**src/rtl/pipe_pkg.sv**
```systemverilog
// Shared types and helpers for the pipeline tracker: stage record, RF select code
// and the saturating counter increment.
package pipe_pkg;

    localparam int PIPE_REG_W = 5;
    localparam int PIPE_STG_W = 2;

    // fwd select value meaning "read the register file"
    localparam int FWD_RF = 0;

    typedef struct packed {
        logic                  valid;
        logic [PIPE_REG_W-1:0] rd;
        logic                  we;
        logic [PIPE_STG_W-1:0] rdy;
    } stage_entry_t;

    // Width-agnostic: callers widen their counter to 64 bits and pass its all-ones value.
    function automatic logic [63:0] sat_inc(input logic [63:0] value, input logic [63:0] max_value);
        return (value >= max_value) ? max_value : value + 64'd1;
    endfunction

endpackage

```
**src/rtl/pipe_tracker_if.sv**
```systemverilog
// Decode-side and datapath-side signals of the pipeline tracker.
interface pipe_tracker_if #(
    parameter int STAGES           = 4,
    parameter int REG_ADDRESS_SIZE = 5,
    parameter int STG_SIZE         = 2,
    parameter int FWD_SIZE         = 3,
    parameter int CNT_SIZE         = 32
);
    logic                        D_valid;
    logic [REG_ADDRESS_SIZE-1:0] D_addr_r1;
    logic [REG_ADDRESS_SIZE-1:0] D_addr_r2;
    logic                        D_use_r1;
    logic                        D_use_r2;
    logic [REG_ADDRESS_SIZE-1:0] D_addr_rd;
    logic                        D_We;
    logic [STG_SIZE-1:0]         D_rdy;
    logic                        hold;
    logic                        br_taken;

    logic                        D_stall;
    logic [FWD_SIZE-1:0]         fwd1;
    logic [FWD_SIZE-1:0]         fwd2;
    logic                        PC_clear;
    logic [STAGES-1:0]           stage_valid;
    logic [CNT_SIZE-1:0]         stall_cnt;
    logic [CNT_SIZE-1:0]         flush_cnt;
    logic [CNT_SIZE-1:0]         retire_cnt;

    modport master (
        output D_valid, D_addr_r1, D_addr_r2, D_use_r1, D_use_r2,
               D_addr_rd, D_We, D_rdy, hold, br_taken,
        input  D_stall, fwd1, fwd2, PC_clear, stage_valid,
               stall_cnt, flush_cnt, retire_cnt
    );

    modport slave (
        input  D_valid, D_addr_r1, D_addr_r2, D_use_r1, D_use_r2,
               D_addr_rd, D_We, D_rdy, hold, br_taken,
        output D_stall, fwd1, fwd2, PC_clear, stage_valid,
               stall_cnt, flush_cnt, retire_cnt
    );

endinterface

```
**src/rtl/pipe_fwd_lookup.sv**
```systemverilog
// Finds the youngest in-flight writer of one source register and reports either
// the forwarding stage or a not-yet-ready hazard.
module pipe_fwd_lookup
    import pipe_pkg::*;
#(
    parameter int STAGES           = 4,
    parameter int REG_ADDRESS_SIZE = 5,
    parameter int FWD_SIZE         = 3
) (
    input  stage_entry_t                entries [STAGES],
    input  logic [REG_ADDRESS_SIZE-1:0] src,
    input  logic                        use_src,
    output logic [FWD_SIZE-1:0]         fwd,
    output logic                        hazard
);

    // Walk oldest to youngest so the youngest match is the one left standing.
    always_comb begin
        fwd    = FWD_SIZE'(FWD_RF);
        hazard = 1'b0;
        for (int s = STAGES - 1; s >= 0; s--) begin
            if (use_src && (src != '0) && entries[s].valid && entries[s].we &&
                (entries[s].rd == src)) begin
                if (s >= int'(entries[s].rdy)) begin
                    fwd    = FWD_SIZE'(s + 1);
                    hazard = 1'b0;
                end else begin
                    fwd    = FWD_SIZE'(FWD_RF);
                    hazard = 1'b1;
                end
            end
        end
    end

endmodule

```
**src/rtl/pipe_tracker.sv**
```systemverilog
// In-order pipeline tracker: per-stage destination records driving decode stall,
// operand forwarding, branch flush and saturating performance counters.
module pipe_tracker
    import pipe_pkg::*;
#(
    parameter int STAGES           = 4,
    parameter int REG_ADDRESS_SIZE = 5,
    parameter int STG_SIZE         = 2,
    parameter int FWD_SIZE         = 3,
    parameter int BRANCH_STAGE     = 2,
    parameter int CNT_SIZE         = 32
) (
    input  logic           clk,
    input  logic           reset,
    pipe_tracker_if.slave  bus
);

    localparam logic [63:0] CNT_MAX = 64'({CNT_SIZE{1'b1}});

    stage_entry_t                entries [STAGES];
    logic [FWD_SIZE-1:0]         fwd1_w;
    logic [FWD_SIZE-1:0]         fwd2_w;
    logic                        hazard1;
    logic                        hazard2;
    logic                        flush;
    logic                        stall;
    logic [REG_ADDRESS_SIZE-1:0] d_rd;
    logic [STG_SIZE-1:0]         d_rdy;
    logic [STAGES-1:0]           valid_vec;
    logic [CNT_SIZE-1:0]         stall_cnt;
    logic [CNT_SIZE-1:0]         flush_cnt;
    logic [CNT_SIZE-1:0]         retire_cnt;

    pipe_fwd_lookup #(
        .STAGES           (STAGES),
        .REG_ADDRESS_SIZE (REG_ADDRESS_SIZE),
        .FWD_SIZE         (FWD_SIZE)
    ) u_fwd1 (
        .entries (entries),
        .src     (bus.D_addr_r1),
        .use_src (bus.D_use_r1),
        .fwd     (fwd1_w),
        .hazard  (hazard1)
    );

    pipe_fwd_lookup #(
        .STAGES           (STAGES),
        .REG_ADDRESS_SIZE (REG_ADDRESS_SIZE),
        .FWD_SIZE         (FWD_SIZE)
    ) u_fwd2 (
        .entries (entries),
        .src     (bus.D_addr_r2),
        .use_src (bus.D_use_r2),
        .fwd     (fwd2_w),
        .hazard  (hazard2)
    );

    assign d_rd  = bus.D_addr_rd;
    assign d_rdy = bus.D_rdy;

    assign flush = bus.br_taken && entries[BRANCH_STAGE].valid && !bus.hold;
    assign stall = ((hazard1 || hazard2) && bus.D_valid) || bus.hold;

    always_comb begin
        valid_vec = '0;
        for (int s = 0; s < STAGES; s++) begin
            valid_vec[s] = entries[s].valid;
        end
    end

    always_ff @(posedge clk or negedge reset) begin
        if (!reset) begin
            for (int s = 0; s < STAGES; s++) begin
                entries[s] <= '0;
            end
            stall_cnt  <= '0;
            flush_cnt  <= '0;
            retire_cnt <= '0;
        end else begin
            if (!bus.hold) begin
                // A taken branch kills everything younger than itself: the entries
                // now in stages 0..BRANCH_STAGE-1 become bubbles as they shift.
                for (int s = 1; s < STAGES; s++) begin
                    if (flush && (s <= BRANCH_STAGE)) begin
                        entries[s] <= '0;
                    end else begin
                        entries[s] <= entries[s-1];
                    end
                end
                if (flush || stall || !bus.D_valid) begin
                    entries[0] <= '0;
                end else begin
                    entries[0] <= '{valid: 1'b1, rd: d_rd, we: bus.D_We, rdy: d_rdy};
                end
            end
            if (stall) begin
                stall_cnt <= CNT_SIZE'(sat_inc(64'(stall_cnt), CNT_MAX));
            end
            if (flush) begin
                flush_cnt <= CNT_SIZE'(sat_inc(64'(flush_cnt), CNT_MAX));
            end
            if (entries[STAGES-1].valid && !bus.hold) begin
                retire_cnt <= CNT_SIZE'(sat_inc(64'(retire_cnt), CNT_MAX));
            end
        end
    end

    assign bus.D_stall     = stall;
    assign bus.fwd1        = fwd1_w;
    assign bus.fwd2        = fwd2_w;
    assign bus.PC_clear    = flush;
    assign bus.stage_valid = valid_vec;
    assign bus.stall_cnt   = stall_cnt;
    assign bus.flush_cnt   = flush_cnt;
    assign bus.retire_cnt  = retire_cnt;

endmodule

```
**src/flat_wrapper.sv**
```systemverilog
// flat-port wrapper written by rule: the top's interface ports become plain ports
module pipe_tracker_flat import pipe_pkg::*;
#(
    parameter int STAGES           = 4,
    parameter int REG_ADDRESS_SIZE = 5,
    parameter int STG_SIZE         = 2,
    parameter int FWD_SIZE         = 3,
    parameter int BRANCH_STAGE     = 2,
    parameter int CNT_SIZE         = 32
)
  (clk, reset, bus_D_valid, bus_D_addr_r1, bus_D_addr_r2, bus_D_use_r1, bus_D_use_r2, bus_D_addr_rd, bus_D_We, bus_D_rdy, bus_hold, bus_br_taken, bus_D_stall, bus_fwd1, bus_fwd2, bus_PC_clear, bus_stage_valid, bus_stall_cnt, bus_flush_cnt, bus_retire_cnt);
  pipe_tracker_if #(.STAGES(STAGES), .REG_ADDRESS_SIZE(REG_ADDRESS_SIZE), .STG_SIZE(STG_SIZE), .FWD_SIZE(FWD_SIZE), .CNT_SIZE(CNT_SIZE)) bus_i ();
  input  logic clk;
  input  logic reset;
  input wire logic [$bits(bus_i.D_valid)-1:0] bus_D_valid;
  input wire logic [$bits(bus_i.D_addr_r1)-1:0] bus_D_addr_r1;
  input wire logic [$bits(bus_i.D_addr_r2)-1:0] bus_D_addr_r2;
  input wire logic [$bits(bus_i.D_use_r1)-1:0] bus_D_use_r1;
  input wire logic [$bits(bus_i.D_use_r2)-1:0] bus_D_use_r2;
  input wire logic [$bits(bus_i.D_addr_rd)-1:0] bus_D_addr_rd;
  input wire logic [$bits(bus_i.D_We)-1:0] bus_D_We;
  input wire logic [$bits(bus_i.D_rdy)-1:0] bus_D_rdy;
  input wire logic [$bits(bus_i.hold)-1:0] bus_hold;
  input wire logic [$bits(bus_i.br_taken)-1:0] bus_br_taken;
  output wire logic [$bits(bus_i.D_stall)-1:0] bus_D_stall;
  output wire logic [$bits(bus_i.fwd1)-1:0] bus_fwd1;
  output wire logic [$bits(bus_i.fwd2)-1:0] bus_fwd2;
  output wire logic [$bits(bus_i.PC_clear)-1:0] bus_PC_clear;
  output wire logic [$bits(bus_i.stage_valid)-1:0] bus_stage_valid;
  output wire logic [$bits(bus_i.stall_cnt)-1:0] bus_stall_cnt;
  output wire logic [$bits(bus_i.flush_cnt)-1:0] bus_flush_cnt;
  output wire logic [$bits(bus_i.retire_cnt)-1:0] bus_retire_cnt;
  assign bus_i.D_valid = bus_D_valid;
  assign bus_i.D_addr_r1 = bus_D_addr_r1;
  assign bus_i.D_addr_r2 = bus_D_addr_r2;
  assign bus_i.D_use_r1 = bus_D_use_r1;
  assign bus_i.D_use_r2 = bus_D_use_r2;
  assign bus_i.D_addr_rd = bus_D_addr_rd;
  assign bus_i.D_We = bus_D_We;
  assign bus_i.D_rdy = bus_D_rdy;
  assign bus_i.hold = bus_hold;
  assign bus_i.br_taken = bus_br_taken;
  assign bus_D_stall = bus_i.D_stall;
  assign bus_fwd1 = bus_i.fwd1;
  assign bus_fwd2 = bus_i.fwd2;
  assign bus_PC_clear = bus_i.PC_clear;
  assign bus_stage_valid = bus_i.stage_valid;
  assign bus_stall_cnt = bus_i.stall_cnt;
  assign bus_flush_cnt = bus_i.flush_cnt;
  assign bus_retire_cnt = bus_i.retire_cnt;
  pipe_tracker #(.STAGES(STAGES), .REG_ADDRESS_SIZE(REG_ADDRESS_SIZE), .STG_SIZE(STG_SIZE), .FWD_SIZE(FWD_SIZE), .BRANCH_STAGE(BRANCH_STAGE), .CNT_SIZE(CNT_SIZE)) u_core (.clk(clk), .reset(reset), .bus(bus_i));
endmodule
```
**config.mk**
```make
export PLATFORM = sky130hd
export DESIGN_NAME = pipe_tracker_flat
export DESIGN_NICKNAME = d
export VERILOG_FILES = /design/src/rtl/pipe_pkg.sv /design/src/rtl/pipe_tracker_if.sv /design/src/rtl/pipe_fwd_lookup.sv /design/src/rtl/pipe_tracker.sv /design/src/flat_wrapper.sv
export SDC_FILE = /design/constraint.sdc
export NUM_CORES = 1
export LEC_CHECK = 0
export BUFFER_PORTS_ARGS = -buffer_cell sky130_fd_sc_hd__buf_2
export CAP_MARGIN = 15
export CORE_MARGIN = 2
export CORE_UTILIZATION = 47
export DETAILED_ROUTE_END_ITERATION = 12
export PLACE_DENSITY = 0.7
export SETUP_SLACK_MARGIN = 0.1
export SYNTH_ARGS = -nofsm -noshare
export SYNTH_HDL_FRONTEND = slang
export SYNTH_SLANG_ARGS = --single-unit
```
**constraint.sdc**
```tcl
create_clock -name clk -period 3.3 [get_ports clk]
set_input_delay 0.495 -clock clk [delete_from_list [all_inputs] [get_ports clk]]
set_output_delay 0.495 -clock clk [all_outputs]
set_load 0.005 [all_outputs]
```
==> metrics.md <==
| Metric | Value |
|---|---|
| Estimated wirelength of the detail-placed design | 11.4 mm |
| Clk sink count | 130 |
| Detailed-route via count | 5,647 |
| Worst Path Max Fanout | 6 |
| Top-area cell type share of the netlist area | 0.478 |
| Number of synthesized flops with an enable pin | 0 |
| Final Hold Fails | 0 |
| Number of hold buffers added after CTS | 0 |
| Flops & latches, synth | 130 |
| Leading cell type in the layout, fill and taps excluded | buf_2 |
| Data arrival time of the worst path | 2.56 ns |
| Power density over the cells | 551 mW/mm2 |
| Clock tree root driver cell | clkbuf_16 |
| Leak | 4.13 nW |
| Placement-stage worst setup slack | 0.115 ns |
| H-tree Lvls | 4 |
| Antenna violations before repair | 0 |
| Commonest non-fill, non-tap cells in the layout | 131 x buf_2, 130 x dfrtp_1, 102 x nand2_1 |
| Setup skew after layout | 0.00586 ns |
| Area contributors post-synth | dfrtp_1 48%, xnor2_1 7.5%, nand2_1 5.6% |
| Post-synthesis sequential area ratio | 0.478 |
| Post-Syn Area per Cell | 9.86 um2 |
| RSZ-0062 raised after global routing | no |
| Top cell type by total area after synthesis | dfrtp_1 |
| Pin count of the biggest net entering global routing | 70 |
| Outcome | finished, final reports clean |
| Classification of the worst-slack hold path | in -> async |
| Worst vdd ir | 0.358 mV |
| Startpoint of the lowest-slack register-to-register path | u_core.bus.stage_valid[3] |
| Number of max-slew violations in the final report | 0 |
| Gate Count Post-Synth | 690 |
| Power dissipated by switching net loads | 1.22 mW |
| Count of buffers inserted at the top-level ports | 132 |
| Required time of the critical path | 2.80 ns |
| Violation count after the first detailed-routing iteration | 288 |
| Finished Cell Area | 0.00827 mm2 |
| DRC violations left | 0 |
| Die width | 124 um |
| Fraction of layout instances using a drive strength above 1 | 0.253 |
| Vias in the first global route | 5,397 |
| Power share of the clock group | 0.442 |
| Remaining Overflow, GRT | 0 |
| Detailed-route wire length per cell | 16.0 um |
| FFs w/ async S/R, synth | 1.00 |
| Capture point of the worst reg-to-reg path | u_core.bus.retire_cnt[2] |
| Minimum period implied by the final worst setup slack | 3.06 ns |
| Type of the worst setup path | reg -> out |
| Worst-case register-to-register setup slack | 0.41 ns |
| Die area | 0.0154 mm2 |
| Reported max-cap violation count | 0 |
| Setup violations, final | 0 |
| Combinational share of power | 0.134 |
| Setup Total Neg Slack | 0 ns |
| Cell area after synthesis | 0.00680 mm2 |
| Worst-case clock buffer depth | 2 |
| Share of total power consumed by net switching | 0.269 |
| Area inside the core boundary | 0.0140 mm2 |
| Worst-Margin Slew | 0.918 ns |
| Combined flip-flop and latch cell area | 0.00325 mm2 |
| Number of placement rows | 43 |
| Area Overhead vs Synth | 21.5% |
| Standard cell area after detailed placement | 0.00756 mm2 |
| Post-layout net count | 846 |
| Post-route fraction of the period consumed by the critical path | 0.926 |
| Total nets after synthesis | 718 |
| R2R depth | 9 |
| I/O Pins | 133 |
| Setup crit end kind | output port |
| Worst relative slew slack | 0.388 |
| Die height | 124 um |
| Total clock buffers created by CTS | 17 |
| Dominant register cell in the synthesized netlist | dfrtp_1 |
| CTS tree | yes |
| Via count normalized by instance count | 5.59 |
| Post-synthesis cell type count | 55 |
| Source-to-sink clock delay at the later pin of the worst-skew pair | 0.42 ns |
| Final routed wirelength across all metal layers | 16.2 mm |
| GRT Total Usage | 0.211 |
| Area taken by multi-input logic gates | 0.00333 mm2 |
| Final RePlAce weighted congestion | 0.906 |
| Setup slack after layout | 0.243 ns |
| Iteration count of the initial detailed-routing pass | 5 |
| Internal Pwr Total | 3.33 mW |
| Number of synthesis warnings | 0 |
| Highest clock rate | 327 MHz |
| Post-route antenna net violation count | 0 |
| Fraction of power consumed by sequential logic | 0.423 |
| Crit start category | register |
| Clock Pin Slew Worst Setup and Hold Paths | 0.06 ns |
| Filler Cell Count | 1,236 |
| Starting utilization of the core area | 0.486 |
| Number of cells in the design after placement | 976 |
| Antenna Cells | 0 |
| Post-route non-filler standard cell count | 1,011 |
| Global-route wire length before repair | 26.9 mm |
==> cell usage after synthesis, types with 3 or more instances <==
library cell / instances
xnor2_1: 58
mux2_2: 12
nand2_1: 102
xor2_1: 28
buf_6: 4
o21ai_0: 29
a41oi_1: 3
nor2b_1: 3
a21o_1: 3
a21oi_1: 11
o31ai_1: 7
ha_1: 3
and3_1: 19
nand4_1: 26
or3_1: 16
nand3_1: 55
nand4b_1: 3
clkbuf_1: 11
buf_4: 7
and2_1: 6
inv_1: 15
o22a_1: 3
a22o_1: 25
buf_2: 10
or4_4: 3
nand2b_1: 4
nor2_1: 29
a31oi_1: 4
dfrtp_1: 130
nor4_1: 7
or4_1: 10
nor3_1: 11
and4_1: 4
==> flip-flops by register name (all words and copies together), names as in the netlist <==
signal and cells:
u_core.entries 30, u_core.bus.retire_cnt 32, u_core.bus.stall_cnt 32, u_core.bus.flush_cnt 32, u_core.bus.stage_valid 4
==> timing repair <==
item,4_1_cts,5_1_grt
pin swaps,0,2
setup endpoints to repair,1,1
resized for setup,3,3
endpoints found under the hold margin,0,0
buffers inserted,0,3
==> cells by family (layout without fill, tap and decap cells) <==
| logic type | after synthesis | count (layout) | share of synthesized area |
|---|---|---|---|
| compound gates | 99 | 99 | 0.107 |
| xor+xnor | 86 | 86 | 0.111 |
| fa+ha+maj | 3 | 3 | 0.00552 |
| buf+inv | 50 | 191 | 0.0379 |
| flops | 130 | 130 | 0.478 |
| mux | 16 | 16 | 0.0272 |
| simple gates | 306 | 306 | 0.233 |
==> how the worst max path moves through the flow <==
stage | start | endpoint | slack (ns) | cells after the start
after floorplan | bus_D_addr_r2[1] | u_core.bus.stall_cnt[26] | 0.51 | 9
after global placement | bus_D_addr_r1[1] | u_core.bus.stall_cnt[15] | 0.20 | 9
after detailed placement | bus_D_addr_r1[1] | u_core.bus.stall_cnt[11] | 0.11 | 9
after CTS | u_core.entries[21] | bus_D_stall | 0.13 | 7
after global routing | u_core.entries[21] | bus_D_stall | 0.13 | 7
final | u_core.entries[21] | bus_D_stall | 0.24 | 7
==> routing by layer <==
| metal | vias up | routed length, um | GRT usage |
|---|---|---|---|
| met3 | 32 | 811 | 0.0460 |
| met4 | 0 | 360 | 0.0879 |
| met2 | 165 | 7350 | 0.316 |
| met5 | - | 0 | 0 |
| li1 | 2710 | - | - |
| met1 | 2740 | 7710 | 0.298 |
==> critical path, stage by stage (launching register included) <==
cell	delay, ns
dfrtp_1	0.43
xnor2_1	0.17
nand2_1	0.09
or4_4	0.56
a311oi_4	0.31
o211ai_4	0.15
a21o_4	0.27
buf_2	0.15
==> power groups by stage <==
stage               Combinational (mW)  Clock, mW  Sequential (mW)
floorplan                        0.372          0             1.91
global placement                 0.588          0             1.94
detailed placement               0.608          0             1.95
CTS                              0.616       2.04             1.93
global route                     0.680       2.12             1.95
finish                           0.611       2.01             1.93
==> cell type report <==
type	count	area share
clock buffers	19	0.0548
inverters	16	0.00727
repair buffers	143	0.0917
well taps	180	0.0272
clock inverters	13	0.0221
multi-input cells	510	0.403
flip-flops and latches	130	0.394
==> metrics by stage <==
stage	power [mW]	hold slack [ns]	utilization
2_1_floorplan	2.29	0.199	-
3_3_place_gp	2.53	0.484	0.541
3_5_place_dp	2.56	0.489	0.541
4_1_cts	4.59	0.233	0.587
5_1_grt	4.75	0.289	0.591
6_report	4.55	0.213	0.591
(Power assumes the default switching activity.)
